## config.mk

```make
export PLATFORM = sky130hd
export DESIGN_NAME = cmos_frame_gen
export DESIGN_NICKNAME = d
export VERILOG_FILES = /design/src/rtl/cmos_frame_gen.sv
export SDC_FILE = /design/constraint.sdc
export NUM_CORES = 1
export LEC_CHECK = 0
export CAP_MARGIN = 10
export CORE_MARGIN = 2
export CORE_UTILIZATION = 45
export CTS_CLUSTER_DIAMETER = 80
export DETAILED_ROUTE_END_ITERATION = 12
export MAX_ROUTING_LAYER = met4
export PLACE_DENSITY_LB_ADDON = 0.12
export SETUP_SLACK_MARGIN = 0.4
export SYNTH_ARGS = -nofsm -noshare
export SYNTH_HDL_FRONTEND = slang
export SYNTH_SLANG_ARGS = --single-unit
```

## constraint.sdc

```tcl
create_clock -name CLK -period 3.2 [get_ports CLK]
set_clock_uncertainty 0.1 [all_clocks]
set_input_delay 0.64 -clock CLK [delete_from_list [all_inputs] [get_ports CLK]]
set_output_delay 0.64 -clock CLK [all_outputs]
set_load 0.01 [all_outputs]
```

## src/rtl/cmos_frame_gen.sv

```systemverilog
// Synthetic CMOS sensor frame source: vsync/href/data with programmable geometry, blanking and pattern.
// Optional checksum outputs (frame_sum, sum_valid) exist only when CMOS_FRAME_GEN_SUM_EN is defined.
module cmos_frame_gen #(
  parameter int ROW       = 720,
  parameter int COL       = 1024,
  parameter int BPP       = 2,
  parameter int DW        = 8,
  parameter int HBLANK    = 100,
  parameter int VSYNC_LEN = 101,
  parameter int VBP       = 16,
  parameter int VFP       = 16
) (
  input  logic          CLK,
  input  logic          RST,
  input  logic          start,
  input  logic          continuous,
  input  logic [1:0]    mode,
  input  logic [DW-1:0] const_val,
  output logic          cmos_vsyn,
  output logic          cmos_href,
  output logic [DW-1:0] cmos_data,
  output logic          busy,
`ifdef CMOS_FRAME_GEN_SUM_EN
  output logic [15:0]   frame_sum,
  output logic          sum_valid,
`endif
  output logic          frame_done
);
  localparam int LINE = COL * BPP;
  localparam int BW   = $clog2(LINE + 1);
  localparam int LW   = $clog2(ROW + 1);
  localparam int M1   = (VSYNC_LEN > HBLANK) ? VSYNC_LEN : HBLANK;
  localparam int M2   = (VBP > VFP) ? VBP : VFP;
  localparam int MAXC = (M1 > M2) ? M1 : M2;
  localparam int CW   = $clog2(MAXC + 1);

  localparam logic [BW-1:0] B_LAST   = BW'(LINE - 1);
  localparam logic [LW-1:0] L_LAST   = LW'(ROW - 1);
  localparam logic [CW-1:0] VS_LAST  = CW'(VSYNC_LEN - 1);
  localparam logic [CW-1:0] HB_LAST  = CW'(HBLANK - 1);
  localparam logic [CW-1:0] VBP_LAST = CW'(VBP - 1);
  localparam logic [CW-1:0] VFP_LAST = CW'(VFP - 1);

  typedef enum logic [2:0] {S_IDLE, S_VSYNC, S_VBP, S_HBL, S_ACT, S_VFP} state_t;

  state_t        state;
  logic [CW-1:0] cnt;
  logic [BW-1:0] b;
  logic [LW-1:0] l;
  logic [1:0]    mode_q;
  logic [DW-1:0] const_q;

  logic [BW-1:0] beat_nxt;
  logic [DW-1:0] data_nxt;
  logic          last_nxt;
  logic          enter_vs;
  logic          issue;

  function automatic logic [DW-1:0] pattern(input logic [BW-1:0] bb, input logic [LW-1:0] ll,
                                            input logic [1:0] m, input logic [DW-1:0] cv);
    logic [31:0] bi, li, s;
    bi = 32'(bb);
    li = 32'(ll);
    s  = bi + li;
    case (m)
      2'd0:    pattern = DW'(bi);
      2'd1:    pattern = DW'(s);
      2'd2:    pattern = cv;
      default: pattern = (bi[3] ^ li[3]) ? '1 : '0;
    endcase
  endfunction

  // issue: a data beat goes out on the next cycle; frame_done marks the final cycle of a frame
  always_comb begin
    beat_nxt = (state == S_ACT) ? b + BW'(1) : '0;
    data_nxt = pattern(beat_nxt, l, mode_q, const_q);
    last_nxt = (VFP == 0) && (l == L_LAST) && (beat_nxt == B_LAST);
    enter_vs = frame_done ? continuous : ((state == S_IDLE) && start);
    issue    = !frame_done && (((state == S_HBL) && (cnt == HB_LAST)) ||
                               ((state == S_ACT) && (b != B_LAST)));
  end

  always_ff @(posedge CLK) begin
    if (enter_vs) begin
      mode_q  <= mode;
      const_q <= const_val;
    end
  end

  always_ff @(posedge CLK) begin
    if (RST) begin
      state      <= S_IDLE;
      cnt        <= '0;
      b          <= '0;
      l          <= '0;
      cmos_vsyn  <= 1'b0;
      cmos_href  <= 1'b0;
      cmos_data  <= '0;
      busy       <= 1'b0;
      frame_done <= 1'b0;
    end else begin
      frame_done <= 1'b0;
      if (issue) begin
        b          <= beat_nxt;
        cmos_href  <= 1'b1;
        cmos_data  <= data_nxt;
        frame_done <= last_nxt;
      end
      if (enter_vs) begin
        state     <= S_VSYNC;
        cnt       <= '0;
        b         <= '0;
        l         <= '0;
        cmos_vsyn <= 1'b1;
        cmos_href <= 1'b0;
        busy      <= 1'b1;
      end else if (frame_done) begin
        state     <= S_IDLE;
        cmos_href <= 1'b0;
        busy      <= 1'b0;
      end else begin
        case (state)
          S_VSYNC:
            if (cnt == VS_LAST) begin
              cnt       <= '0;
              cmos_vsyn <= 1'b0;
              state     <= (VBP > 0) ? S_VBP : S_HBL;
            end else begin
              cnt <= cnt + CW'(1);
            end
          S_VBP:
            if (cnt == VBP_LAST) begin
              cnt   <= '0;
              state <= S_HBL;
            end else begin
              cnt <= cnt + CW'(1);
            end
          S_HBL:
            if (cnt == HB_LAST) begin
              cnt   <= '0;
              state <= S_ACT;
            end else begin
              cnt <= cnt + CW'(1);
            end
          S_ACT:
            if (b == B_LAST) begin
              cmos_href <= 1'b0;
              cnt       <= '0;
              if (l != L_LAST) begin
                l     <= l + LW'(1);
                state <= S_HBL;
              end else begin
                state      <= S_VFP;
                frame_done <= (VFP == 1);
              end
            end
          S_VFP: begin
            cnt        <= cnt + CW'(1);
            frame_done <= ((cnt + CW'(1)) == VFP_LAST);
          end
          default: ;
        endcase
      end
    end
  end

`ifdef CMOS_FRAME_GEN_SUM_EN
  // Accumulated at beat issue so the final beat is included when frame_done rises.
  always_ff @(posedge CLK) begin
    if (RST || enter_vs)
      frame_sum <= '0;
    else if (issue)
      frame_sum <= frame_sum + 16'(data_nxt);
  end

  assign sum_valid = frame_done;
`endif

endmodule

```

# Word-level counts from Yosys, hierarchy flattened
# Cells that the tools add are included.
classes:
  addsub: 4
  n_eq_ne: 23
  muxes: 26
  n_bitwise: 3
  n_reduce_logical: 22
ops:
  columns: ["cell", "count"]
  rows:
  - ["7-bit one-hot mux with 5 select lines", 1]
  - ["7-bit 2-to-1 mux", 4]
  - ["8-bit one-hot mux with 3 select lines", 1]
  - ["3-bit 2-to-1 mux", 5]
  - ["7-bit by 4-bit equality test with 1-bit output (second input constant)", 2]
  - ["7-bit equality test (second input constant)", 2]
  - ["12-bit by 1-bit adder with 12-bit output (second input constant)", 1]
  - ["12-bit by 11-bit equality test with 1-bit output (second input constant)", 1]
  - ["1-bit 2-to-1 mux", 12]
  - ["12-bit 2-to-1 mux", 1]
  - ["12-bit by 11-bit inequality test with 1-bit output (second input constant)", 1]
  - ["3-bit one-hot mux with 4 select lines", 1]
  - ["10-bit by 1-bit adder with 10-bit output (second input constant)", 1]
  - ["10-bit inequality test (second input constant)", 1]
  - ["5-bit AND reduction", 2]
  - ["8-bit adder", 1]
  - ["8-bit 2-to-1 mux", 1]
  - ["4-bit by 3-bit inequality test with 1-bit output (second input constant)", 2]
  - ["4-bit inequality test (second input constant)", 2]
  - ["7-bit by 1-bit adder with 7-bit output (second input constant)", 1]
  - ["3-bit by 2-bit equality test with 1-bit output (second input constant)", 2]
  - ["3-bit equality test (second input constant)", 2]
  - ["2-bit by 1-bit inequality test with 1-bit output (second input constant)", 3]
  - ["3-bit AND reduction", 2]
  - ["19 further kinds", 26]
word_totals:
  regBits: 54
  out_inout_bits: 12

# Depth between registers and ports, before layout
# Gate-level depths: netlist of the first run.
logic_depth:
  word_depth: 7
  mapped_depth: 13

# Worst setup path after synthesis of the first run
# No wires, ideal clock.
synth_timing:
  path_type: "register -> register"
  from: "register state[2]"
  to: "register cmos_data[6]"
  setup_ns: 0.091
  arrival_time_ns: 2.804
  required_time_ns: 3.009
  path_slack_ns: 0.205
  path_stages_with_launch: 14
  cell_sequence: "dfxtp_1 > buf_4 > or3b_4 > clkbuf_1 > nor2_1 > ha_1 > inv_1 > fa_1 > nor2b_1 > o21a_1 > o211a_1 > nor3_1 > or4bb_1 > a311oi_1"
synth_between:
  elab_cells_between_ends: 11
synth_rtl:
  columns: ["item", "line", "text"]
  rows:
  - ["start, declared", "46", "state_t state;"]
  - ["start signal, assigned", "127", "state <= (VBP > 0) ? S_VBP : S_HBL;"]
  - ["3-bit equality test", "75", "beat_nxt = (state == S_ACT) ? b + BW'(1) : '0;"]
  - ["12-bit 2-to-1 mux", "75", null]
  - ["net beat_nxt[0]", "53", "logic [BW-1:0] beat_nxt;"]
  - ["8-bit adder", "64", "s = bi + li;"]
  - ["8-bit one-hot mux with 3 select lines", "65", "case (m)"]
  - ["end signal, assigned", "106", "cmos_data <= data_nxt;"]
  - ["end, declared", "21", "output logic [DW-1:0] cmos_data,"]
# The timed path passes the listed nets, and every way through them passes these cells.
# A chain may end at the register's enable or synchronous reset.

# Worst setup path in the final report of the first run
layout_timing:
  from: "register state[0]"
  to: "register cmos_data[6]"
# Same word-level chain as after synthesis.

==> metrics.cfg, run 1 <==
[timing]
timing.hold.ws_ns=0.370
finalCriticalPeriod_ns=2.86
rsz0062_at_grt=yes
worstMarginPinSlew_ns=0.689
timing.final.hold_violations=0
slew_violations=0
period_share_pct=89.3
setup_viol=0
maxSlewHeadroom_pct=54.1
setup_slack_ns=0.343
setup_tns_ns=0
fmax_ghz=0.350

[final_layout]
final_cell_area_mm2=0.00370
finalNetCount=416
antenna_cells=0
syn2layout_area_growth_pct=20.5
drive_above_1_share_pct=14.4

[clock_network]
cts_tree=yes
clkLatencyLatePin_ns=0.32
clkSinkCount=54
htreeDepth=2
clk_pin_slew_ns=0.10
cts_made_buffers=5
holdBufCountCts=0
clk_path_buf_depth=2
cts_root_buf=clkbuf_8

[drt]
drt_pass1_iterations=4
drt_iter0_drc=168
wl_per_cell_um=15.8
postRouteAntennaNets=0
avgViaCountPerCell=5.72
routed_wirelength_um=7450
dr_total_vias=2688
drc=0

[critical_path]
crit_path_start_kind=register
critPathRequiredTime_ns=3.33
worstPathBufferInverterCount=1
worstPathArrival_ns=2.98
crit_slowest_cell=or4bb_1
crit_type=reg2reg
crit_fanout=5
end_kind=register
cpLargestDelayFamily=simple AND/OR/NAND/NOR gates
path_cells=or3b_4 -> nor2_2 -> ha_2 -> inv_2 -> fa_2 -> nor2b_1 -> o21a_1 -> o211a_1 -> nor3_1 -> or4bb_1 -> a311oi_1
max_stage_delay_ns=0.48

[yosys]
synth.most_common_cell=nor2_1
synthArstFlopShare_pct=0
synthFlopType=dfxtp_1
synth_area_leader_cell=dfxtp_1
yosysSeqAreaShare_pct=38.5
synth_top_cell_area_share_pct=28.7
ys_types=55
synth_edf_count=10
synth.net_count=380
syn_area_mm2=0.00307
syn_area_per_cell_um2=8.69
postSynthCellCount=353
synth_common_cells=nor2_1, dfxtp_1, a21oi_1, nand2_1, xnor2_1
synthTopCellsByArea=dfxtp_1, edfxtp_1, nor2_1
synth-seq-cells=54
yosysWarnings=0

[power]
p_int_mw=0.893
p_leak_nw=1.24
switching_share_pct=24.5
power_frac_clock_pct=32.5
powerDensity_mw_per_mm2=320
power_frac_seq_pct=60.7
p_switching_mw=0.289
worst_ir_drop_vdd_uv=179
pwr-share-comb_pct=6.8

[placement]
gp_congestion=0.870
place_area_mm2=0.00344
place_ws_ns=0.0878
io_buffers=25
hpwl_um=5160

[grt]
grt_max_degree=25
antenna_found_initial=0
grt_overflow=0
grt_pass1_vias=2571
track_usage_pct=21.5
grt_pass1_wl_um=12400

[run_status]
status=completed

[die]
placementRows=30
die_h_um=86.6
core_mm2=0.00668
die_area_mm2=0.00750
start_util_pct=45.9
design.portCount=26
dieWidth_um=86.6

[min_path]
min_path_type=reg2reg

[job]
drv_cap=0

metrics by stage:
step	cells	total power, mW	util [%]
floorplan	353	0.775	-
global placement	454	0.814	51.5
detailed placement	454	0.815	51.5
CTS	467	1.20	54.9
global route	470	1.23	55.4
finish	470	1.18	55.4
flip-flops by register name, summed over array words and instances, names as in the netlist:
signal	cells
cmos_vsyn	1
state	3
mode_q	2
const_q	8
b	12
cmos_href	1
l	10
frame_done	1
busy	1
cnt	7
cmos_data	8
power by group through the flow:
stage                     clock network [mW]  registers [mW]  logic, mW
after CTS                              0.399           0.717     0.0818
after global routing                   0.423           0.719     0.0887
after global placement                     0           0.733     0.0804
after detailed placement                   0           0.734     0.0812
after floorplan                            0           0.728     0.0468
final                                  0.384           0.717     0.0809
worst reg2reg max path, cell delays in order (launching register included):
cell	delay (ns)
dfxtp_2	0.33
or3b_4	0.45
nor2_2	0.11
ha_2	0.19
inv_2	0.04
fa_2	0.33
nor2b_1	0.11
o21a_1	0.17
o211a_1	0.18
nor3_1	0.05
or4bb_1	0.48
a311oi_1	0.22
layer usage:
layer  track usage (%)  share of wire, %  wire [µm]
met3              3.24               3.6        271
met1              28.9                48       3550
met2              33.4                47       3520
met4              6.53               1.5        108
met5                 -                 0          0
layout by cell type (no fill, tap or decap), types with 10 or more instances in the layout:
cell type,synthesis,layout
nor3_1,13,13
inv_1,14,13
o21ai_0,13,12
edfxtp_1,10,10
xnor2_1,17,17
nand3_1,14,13
dfxtp_1,44,38
mux2i_1,12,12
clkdlybuf4s50_1,0,25
nor2_1,52,49
nand2_1,17,16
buf_4,1,15
a21oi_1,22,20
final timing paths:
check	startpoint	to	slack [ns]	cells past startpoint
min	busy	busy	0.37	2
max reg2reg	state[0]	cmos_data[6]	0.34	11
min reg2reg	busy	busy	0.37	2
max	state[0]	cmos_data[6]	0.34	11
cell type report:
type | instances | area [µm²]
repair buffers | 41 | 383
clock inverters | 2 | 10.0
fillers | 629 | 2980
multi-input cells | 273 | 1890
well taps | 80 | 100
clock buffers | 6 | 72.6
flip-flops and latches | 54 | 1190
inverters | 14 | 52.6
cell families (layout without fill, tap and decap cells):
logic type,after synthesis,count (layout),synth area share (%)
AOI/OAI and AO/OA,75,75,16.2
adders and majority gates,13,13,5.54
buffers and inverters,26,63,3.34
xor gates and xnor gates,22,22,6.28
DFF,54,54,38.5
and+or+nand+nor,150,150,25.8
muxes,13,13,4.28
timing repair:
action	4_1_cts	5_1_grt
gates resized for setup	21	5
setup endpoints to repair	2	2
buffers inserted	5	3
pin swaps	6	1
No activity file was read; power rests on OpenSTA's default activity.
==> run 2, diff against run 1 <==
--- a/config.mk
+++ b/config.mk
@@ -9,6 +9,7 @@
 export CORE_MARGIN = 2
 export CORE_UTILIZATION = 45
 export CTS_CLUSTER_DIAMETER = 80
+export CTS_CLUSTER_SIZE = 28
 export DETAILED_ROUTE_END_ITERATION = 12
 export MAX_ROUTING_LAYER = met4
 export PLACE_DENSITY_LB_ADDON = 0.12
==> results of run 2 <==
Same layout as run 1: the final DEF is identical, and so are final timing and power.
